## src/rtl/interposer_pkg.sv

```systemverilog
// Shared definitions for the interposer segment arbiter: NodeIO control encodings,
// arbiter FSM states and request field layout.
package interposer_pkg;

    localparam logic [2:0] CTRL_IDLE   = 3'b000;
    localparam logic [2:0] CTRL_TX     = 3'b100;
    localparam logic [2:0] CTRL_RX     = 3'b010;
    localparam logic [2:0] CTRL_BYPASS = 3'b001;

    typedef enum logic [1:0] {StIdle, StTx, StHop, StRx} arb_state_t;

    // A request slice is {valid, dest}; dest sits at the bottom.
    localparam int unsigned REQ_DEST_LSB = 0;

    function automatic int unsigned req_valid_bit(input int unsigned dest_width);
        return dest_width;
    endfunction

endpackage

```

## src/rtl/rr_picker.sv

```systemverilog
// Combinational round-robin picker: first set bit of legal, searching cyclically
// upward from rr_ptr.
module rr_picker #(
    parameter int unsigned NODE_COUNT       = 8,
    parameter int unsigned NODE_COUNT_DIGIT = 3
) (
    input  logic [NODE_COUNT-1:0]       legal,
    input  logic [NODE_COUNT_DIGIT-1:0] rr_ptr,
    output logic                        found,
    output logic [NODE_COUNT_DIGIT-1:0] winner
);

    int unsigned idx;

    always_comb begin
        found  = 1'b0;
        winner = '0;
        idx    = 0;
        for (int unsigned k = 0; k < NODE_COUNT; k++) begin
            idx = (32'(rr_ptr) + k) % NODE_COUNT;
            if (!found && legal[idx[NODE_COUNT_DIGIT-1:0]]) begin
                found  = 1'b1;
                winner = idx[NODE_COUNT_DIGIT-1:0];
            end
        end
    end

endmodule

```

## src/rtl/segment_arbiter.sv

```systemverilog
// Per-direction segment arbiter: grants one NodeIO source per transfer and sequences
// Tx / bypass / Rx controls. Optional counters under SEGMENT_ARBITER_STATS_EN.
module segment_arbiter
    import interposer_pkg::*;
#(
    parameter int unsigned DIRECTION          = 0,
    parameter int unsigned NODE_COUNT         = 8,
    parameter int unsigned NODE_COUNT_DIGIT   = 3,
    parameter int unsigned ARBITER_SIGNAL_IN  = 3,
    parameter int unsigned ARBITER_SIGNAL_OUT = NODE_COUNT_DIGIT + 1,
    parameter int unsigned STAT_WIDTH         = 16
) (
    input  logic                                       clk,
    input  logic                                       reset,
    input  logic [NODE_COUNT*ARBITER_SIGNAL_OUT-1:0]   request_in,
    output logic [NODE_COUNT*ARBITER_SIGNAL_IN-1:0]    control_out,
    output logic                                       busy,
    output logic [NODE_COUNT_DIGIT-1:0]                grant_src,
    output logic [NODE_COUNT_DIGIT-1:0]                grant_dst,
    output logic [NODE_COUNT-1:0]                      illegal_req
`ifdef SEGMENT_ARBITER_STATS_EN
    ,
    output logic [STAT_WIDTH-1:0]                      xfer_count,
    output logic [STAT_WIDTH-1:0]                      illegal_count
`endif
);

    localparam int unsigned REQ_W     = ARBITER_SIGNAL_OUT;
    localparam int unsigned CTRL_W    = ARBITER_SIGNAL_IN;
    localparam int unsigned VALID_BIT = req_valid_bit(NODE_COUNT_DIGIT);
    localparam logic [NODE_COUNT_DIGIT-1:0] ADDR_ONE  = NODE_COUNT_DIGIT'(1);
    localparam logic [NODE_COUNT_DIGIT-1:0] ADDR_LAST = NODE_COUNT_DIGIT'(NODE_COUNT - 1);

    arb_state_t                         state_q, state_d;
    logic [NODE_COUNT_DIGIT-1:0]        src_q, src_d, dst_q, dst_d;
    logic [NODE_COUNT_DIGIT-1:0]        cnt_q, cnt_d, ptr_q, ptr_d, hop;
    logic [NODE_COUNT*CTRL_W-1:0]       control_q, control_d;
    logic                               busy_q;
    logic [NODE_COUNT-1:0]              illegal_q;

    logic [NODE_COUNT_DIGIT-1:0]        req_dest [NODE_COUNT];
    logic [NODE_COUNT-1:0]              req_valid, dir_ok, legal, illegal;
    logic                               pick_found;
    logic [NODE_COUNT_DIGIT-1:0]        pick_winner;
    int unsigned                        src_idx, dst_idx;

    always_comb begin
        req_valid = '0;
        dir_ok    = '0;
        for (int unsigned i = 0; i < NODE_COUNT; i++) begin
            req_dest[i]  = request_in[i*REQ_W + REQ_DEST_LSB +: NODE_COUNT_DIGIT];
            req_valid[i] = request_in[i*REQ_W + VALID_BIT];
            if (DIRECTION == 0) begin
                dir_ok[i] = (32'(req_dest[i]) > i) && (32'(req_dest[i]) < NODE_COUNT);
            end else begin
                dir_ok[i] = 32'(req_dest[i]) < i;
            end
        end
        legal   = req_valid & dir_ok;
        illegal = req_valid & ~dir_ok;
    end

    rr_picker #(
        .NODE_COUNT       (NODE_COUNT),
        .NODE_COUNT_DIGIT (NODE_COUNT_DIGIT)
    ) u_rr_picker (
        .legal  (legal),
        .rr_ptr (ptr_q),
        .found  (pick_found),
        .winner (pick_winner)
    );

    assign hop = (DIRECTION == 0) ? (dst_q - src_q) : (src_q - dst_q);

    always_comb begin
        state_d = state_q;
        src_d   = src_q;
        dst_d   = dst_q;
        cnt_d   = cnt_q;
        ptr_d   = ptr_q;
        case (state_q)
            StIdle: begin
                if (pick_found) begin
                    src_d   = pick_winner;
                    dst_d   = req_dest[pick_winner];
                    ptr_d   = (pick_winner == ADDR_LAST) ? '0 : pick_winner + ADDR_ONE;
                    state_d = StTx;
                end
            end
            StTx: begin
                if (hop == ADDR_ONE) begin
                    state_d = StRx;
                end else begin
                    state_d = StHop;
                    cnt_d   = hop - ADDR_ONE;
                end
            end
            StHop: begin
                cnt_d = cnt_q - ADDR_ONE;
                if (cnt_q == ADDR_ONE) begin
                    state_d = StRx;
                end
            end
            StRx:    state_d = StIdle;
            default: state_d = StIdle;
        endcase
    end

    // Controls are derived from the next state so they are registered alongside it.
    always_comb begin
        control_d = '0;
        src_idx   = 32'(src_d);
        dst_idx   = 32'(dst_d);
        for (int unsigned i = 0; i < NODE_COUNT; i++) begin
            case (state_d)
                StTx: if (i == src_idx) control_d[i*CTRL_W +: CTRL_W] = CTRL_TX;
                StHop: begin
                    if ((DIRECTION == 0) ? (i > src_idx && i < dst_idx)
                                         : (i < src_idx && i > dst_idx)) begin
                        control_d[i*CTRL_W +: CTRL_W] = CTRL_BYPASS;
                    end
                end
                StRx: if (i == dst_idx) control_d[i*CTRL_W +: CTRL_W] = CTRL_RX;
                default: control_d[i*CTRL_W +: CTRL_W] = CTRL_IDLE;
            endcase
        end
    end

    always_ff @(posedge clk) begin
        if (!reset) begin
            state_q   <= StIdle;
            src_q     <= '0;
            dst_q     <= '0;
            cnt_q     <= '0;
            ptr_q     <= '0;
            control_q <= '0;
            busy_q    <= 1'b0;
            illegal_q <= '0;
        end else begin
            state_q   <= state_d;
            src_q     <= src_d;
            dst_q     <= dst_d;
            cnt_q     <= cnt_d;
            ptr_q     <= ptr_d;
            control_q <= control_d;
            busy_q    <= (state_d != StIdle);
            if (state_q == StIdle) begin
                illegal_q <= illegal;
            end
        end
    end

    assign control_out = control_q;
    assign busy        = busy_q;
    assign grant_src   = src_q;
    assign grant_dst   = dst_q;
    assign illegal_req = illegal_q;

`ifdef SEGMENT_ARBITER_STATS_EN
    logic [STAT_WIDTH-1:0] xfer_q, ill_cnt_q;

    always_ff @(posedge clk) begin
        if (!reset) begin
            xfer_q    <= '0;
            ill_cnt_q <= '0;
        end else begin
            if (state_q == StTx && xfer_q != '1) begin
                xfer_q <= xfer_q + STAT_WIDTH'(1);
            end
            if (state_q == StIdle && |illegal && ill_cnt_q != '1) begin
                ill_cnt_q <= ill_cnt_q + STAT_WIDTH'(1);
            end
        end
    end

    assign xfer_count    = xfer_q;
    assign illegal_count = ill_cnt_q;
`else
    // STAT_WIDTH only sizes the stats counters, which are absent in this build.
    if (STAT_WIDTH == 0) begin : g_no_stats
    end
`endif

endmodule

```

## config.mk

```make
export PLATFORM = sky130hd
export DESIGN_NAME = segment_arbiter
export DESIGN_NICKNAME = d
export VERILOG_FILES = /design/src/rtl/interposer_pkg.sv /design/src/rtl/rr_picker.sv /design/src/rtl/segment_arbiter.sv
export SDC_FILE = /design/constraint.sdc
export NUM_CORES = 1
export LEC_CHECK = 0
export BUFFER_PORTS_ARGS = -buffer_cell sky130_fd_sc_hd__buf_2
export CAP_MARGIN = 20
export CORE_MARGIN = 4
export CORE_UTILIZATION = 55
export CTS_CLUSTER_DIAMETER = 100
export DETAILED_ROUTE_END_ITERATION = 8
export PLACE_DENSITY_LB_ADDON = 0.05
export RECOVER_POWER = 25
export SLEW_MARGIN = 10
export SYNTH_ARGS = -nofsm -noshare
export SYNTH_HDL_FRONTEND = slang
export SYNTH_HIERARCHICAL = 1
export SYNTH_SLANG_ARGS = --single-unit
```

## constraint.sdc

```tcl
create_clock -name clk -period 5 [get_ports clk]
set_input_delay 0.5 -clock clk [delete_from_list [all_inputs] [get_ports clk]]
set_output_delay 0.5 -clock clk [all_outputs]
set_load 0.02 [all_outputs]
```

==> metrics.csv <==
stage;metric;value;unit
status;outcome;finished clean;
sta;period utilisation layout;89.87;%
setup_path;cell mode on critical path;o21ai_2;
finish;commonest non-fill, non-tap cell in the layout;buf_2;
detailed_routing;vias post-DR;2820;
worst_hold_path;Worst Hold Depth;2;
worst_hold_path;Hold Path Origin;reset;
place;HPWL after DPL;6028;µm
yosys;EDFF count, synth;0;
detailed_routing;# DRC;0;
finish;area of the multi-input gates;0.002197;mm²
worst_hold_path;Worst Hold End;grant_dst[0]$_SDFF_PN0_;
yosys;Netlist cell types;67;
setup_path;Crit path buffers/inverters;1;
yosys;Syn Area/Cell;9.476;µm²
power_and_ir_drop;Reg power frac;19.1;%
clock_network;Num Clock Sinks;45;
clock_network;Clock Latency Late Sink;0.30;ns
die;Core Region;0.005642;mm²
grt;largest net degree at the start of global routing;23;
yosys;flops & latches, synth;45;
setup_path;CP endpoint kind;register;
clock_network;cts hold-fix bufs;0;
setup_path;CP max stage cell;mux4_1;
setup_path;worst reg-to-reg setup slack;0.51;ns
yosys;share of the yosys chip area belonging to registers;27.55;%
detailed_routing;Avg WL per Cell;15.83;µm
yosys;top_reg_cell synth;dfxtp_1;
clock_network;clock buffer count from CTS;5;
power_and_ir_drop;P per Cell Area;672.2;mW/mm²
finish;commonest non-fill, non-tap cells in the layout;buf_2, dfxtp_1, nor2_1;
detailed_routing;DR iter-0 viols;214;
place;IO Port Bufs;70;
setup_path;CP cell instances;inv_1, ha_1, mux4_2, a21oi_1, o311a_1, o21ai_2, o311ai_1, nand2_1, o21ai_2, mux4_1, mux2_4, mux2i_4, or4_4, nor2_1;
clock_network;CTS tree;built;
sta;fin crit period;4.493;ns
setup_path;Crit Path Max Fanout;8;
die;die area;0.007242;mm²
yosys;post-synthesis instance total;345;
finish;ant diodes;0;
sta;Fmax;222.5;MHz
power_and_ir_drop;Switching Fraction;48.82;%
grt;remaining global-route overflow;0;
die;I/O Pins;73;
setup_path;CP top delay family;multiplexers;
setup_path;crit path from;ptr_q[1]$_SDFFE_PN0P_;
yosys;Async SR Flop Fraction;0;%
sta;Final TNS setup;0;ns
clock_network;CTS Root Cell;clkbuf_8;
finish;nets;469;
clock_network;clock-pin slew on the worst setup and hold paths;0.10;ns
setup_path;critical path type;reg -> reg;
job;max cap viols;0;
place;DP Cell Count;486;
setup_path;FF-to-FF Start;ptr_q[1]$_SDFFE_PN0P_;
setup_path;r2r endpoint;control_out[9]$_SDFF_PN0_;
sta;RSZ-0062 raised after global routing;false;
power_and_ir_drop;Peak VDD IR;0.3915;mV
setup_path;Slowest Stage Delay on Critical Path;0.62;ns
finish;Fill cells;479;
detailed_routing;TritonRoute pass-1 iters;4;
setup_path;R2R cell count;14;
sta;Final Setup Violations;0;
detailed_routing;Routed Wire Length;7819;µm
setup_path;critical path arrival;4.69;ns
power_and_ir_drop;clock power share;9.4;%
yosys;share of Yosys cell area claimed by the top area cell type;27.55;%
finish;Area Growth Syn to Fin;14.35;%
clock_network;H-tree depth;2;
yosys;largest cells by area after synthesis;dfxtp_1, mux4_2, mux4_1;
die;Die H;85.10;µm
clock_network;post-CTS resize count;0;
grt;GR Util All Layers;21.80;%
finish;Reg area;900.9;µm²
place;gpl congestion;0.8852;
yosys;yosys warns;6;
sta;Worst Skew;0.009455;ns
finish;fraction of layout cells with a size suffix above 1;25.83;%
sta;relative slew slack;47.75;%
die;Starting Density;57.95;%
power_and_ir_drop;P_leak;0.001568;µW
grt;vias in the first global route;2682;
clock_network;# Post-CTS Setup Buffers;0;
yosys;Cell Area, Synth;0.003269;mm²
finish;Final Non-Filler Cells;494;
detailed_routing;Vias per Instance;5.709;
sta;final hold vios;0;
setup_path;crit path launch type;register;
setup_path;Worst Path Required;5.20;ns
die;Die Wd;85.10;µm
clock_network;Clock Tree Buf Depth;2;
power_and_ir_drop;Pint;1286;µW
power_and_ir_drop;Comb pwr share;71.6;%
worst_hold_path;Worst Hold Class;in -> reg;
grt;initial antenna violation count;0;
sta;fin. max-slew vios;0;
die;# rows;27;
grt;first-pass GRT wire length;12960;µm
sta;Slew @ Worst Pin;0.7828;ns
yosys;Synth area leader;dfxtp_1;
power_and_ir_drop;net load switching power;1227;µW
detailed_routing;Post-DRT Antenna Nets;0;
-- synth_stat cells (4+ instances only) --
cell and n:
dfxtp_1 45, nor2_1 43, a21oi_1 25, nand2_1 22, inv_1 19, mux2i_1 18, ha_1 13, mux4_2 12
nand3_1 12, nand2b_1 11, o21ai_0 9, nor3_1 8, mux4_1 7, buf_2 6, nor2b_1 6, mux2_2 5
and3_1 4, buf_6 4, clkbuf_1 4
-- metrics by stage --
stage | cell area [µm²] | power, µW | utilization, % | setup slack [ns] | hold slack, ns
global route | 3739 | 2721 | 66.27 | 0.1894 | 0.4064
detailed placement | 3666 | 2266 | 64.98 | 0.1931 | 0.4599
CTS | 3760 | 2512 | 66.64 | 0.3580 | 0.4058
floorplan | 3307 | 1955 | - | 0.5643 | 0.4497
global placement | 3666 | 2245 | 64.98 | 0.2968 | 0.4515
finish | 3739 | 2513 | 66.27 | 0.5065 | 0.4142
-- layout make-up --
type	instances	share of cell area [%]
Tap cell	72	2.410
Clock inverter	3	0.6693
Inverter	21	2.108
Sequential cell	45	24.10
Multi-Input combinational cell	271	58.77
Timing Repair Buffer	77	10.11
Clock buffer	5	1.841
-- per-layer routing --
layer	share of wire, %	vias up	track usage (%)
li1	-	1391	-
met1	47	1310	31.47
met2	44	109	33.26
met3	7.6	10	4.951
met4	1.0	0	5.036
met5	0	-	0
-- power by group through the flow --
stage | Sequential, µW | Combinational (µW) | Clock, µW
after floorplan | 538 | 1420 | 0
after global placement | 485 | 1760 | 0
after detailed placement | 486 | 1780 | 0
after CTS | 479 | 1790 | 243
after global routing | 488 | 1980 | 256
final | 479 | 1800 | 235
-- worst max-delay path by stage --
stage,to,slack [ns],cells past startpoint
global route,control_out[13]$_SDFF_PN0_,0.19,14
floorplan,control_out[9]$_SDFF_PN0_,0.56,18
detailed placement,control_out[9]$_SDFF_PN0_,0.19,15
finish,control_out[9]$_SDFF_PN0_,0.51,14
CTS,control_out[9]$_SDFF_PN0_,0.36,14
global placement,control_out[9]$_SDFF_PN0_,0.30,15
-- flip-flops by register name, summed over array words and instances (netlist names) --
name	flops
state_q	2
busy	1
cnt_q	3
control_out	22
illegal_req	8
ptr_q	3
grant_dst	3
grant_src	3
-- cells by family after synthesis --
family,after synthesis,synth area share [%]
buffers and inverters,39,6.506
other,1,0.1147
adder cells (fa/ha/maj),14,5.588
XOR/XNOR,5,1.761
flip-flops,45,27.55
multiplexers,47,23.88
AND/OR/NAND/NOR,126,19.52
AO/OA/AOI/OAI,68,15.08
No activity file was read; power rests on OpenSTA's default activity.
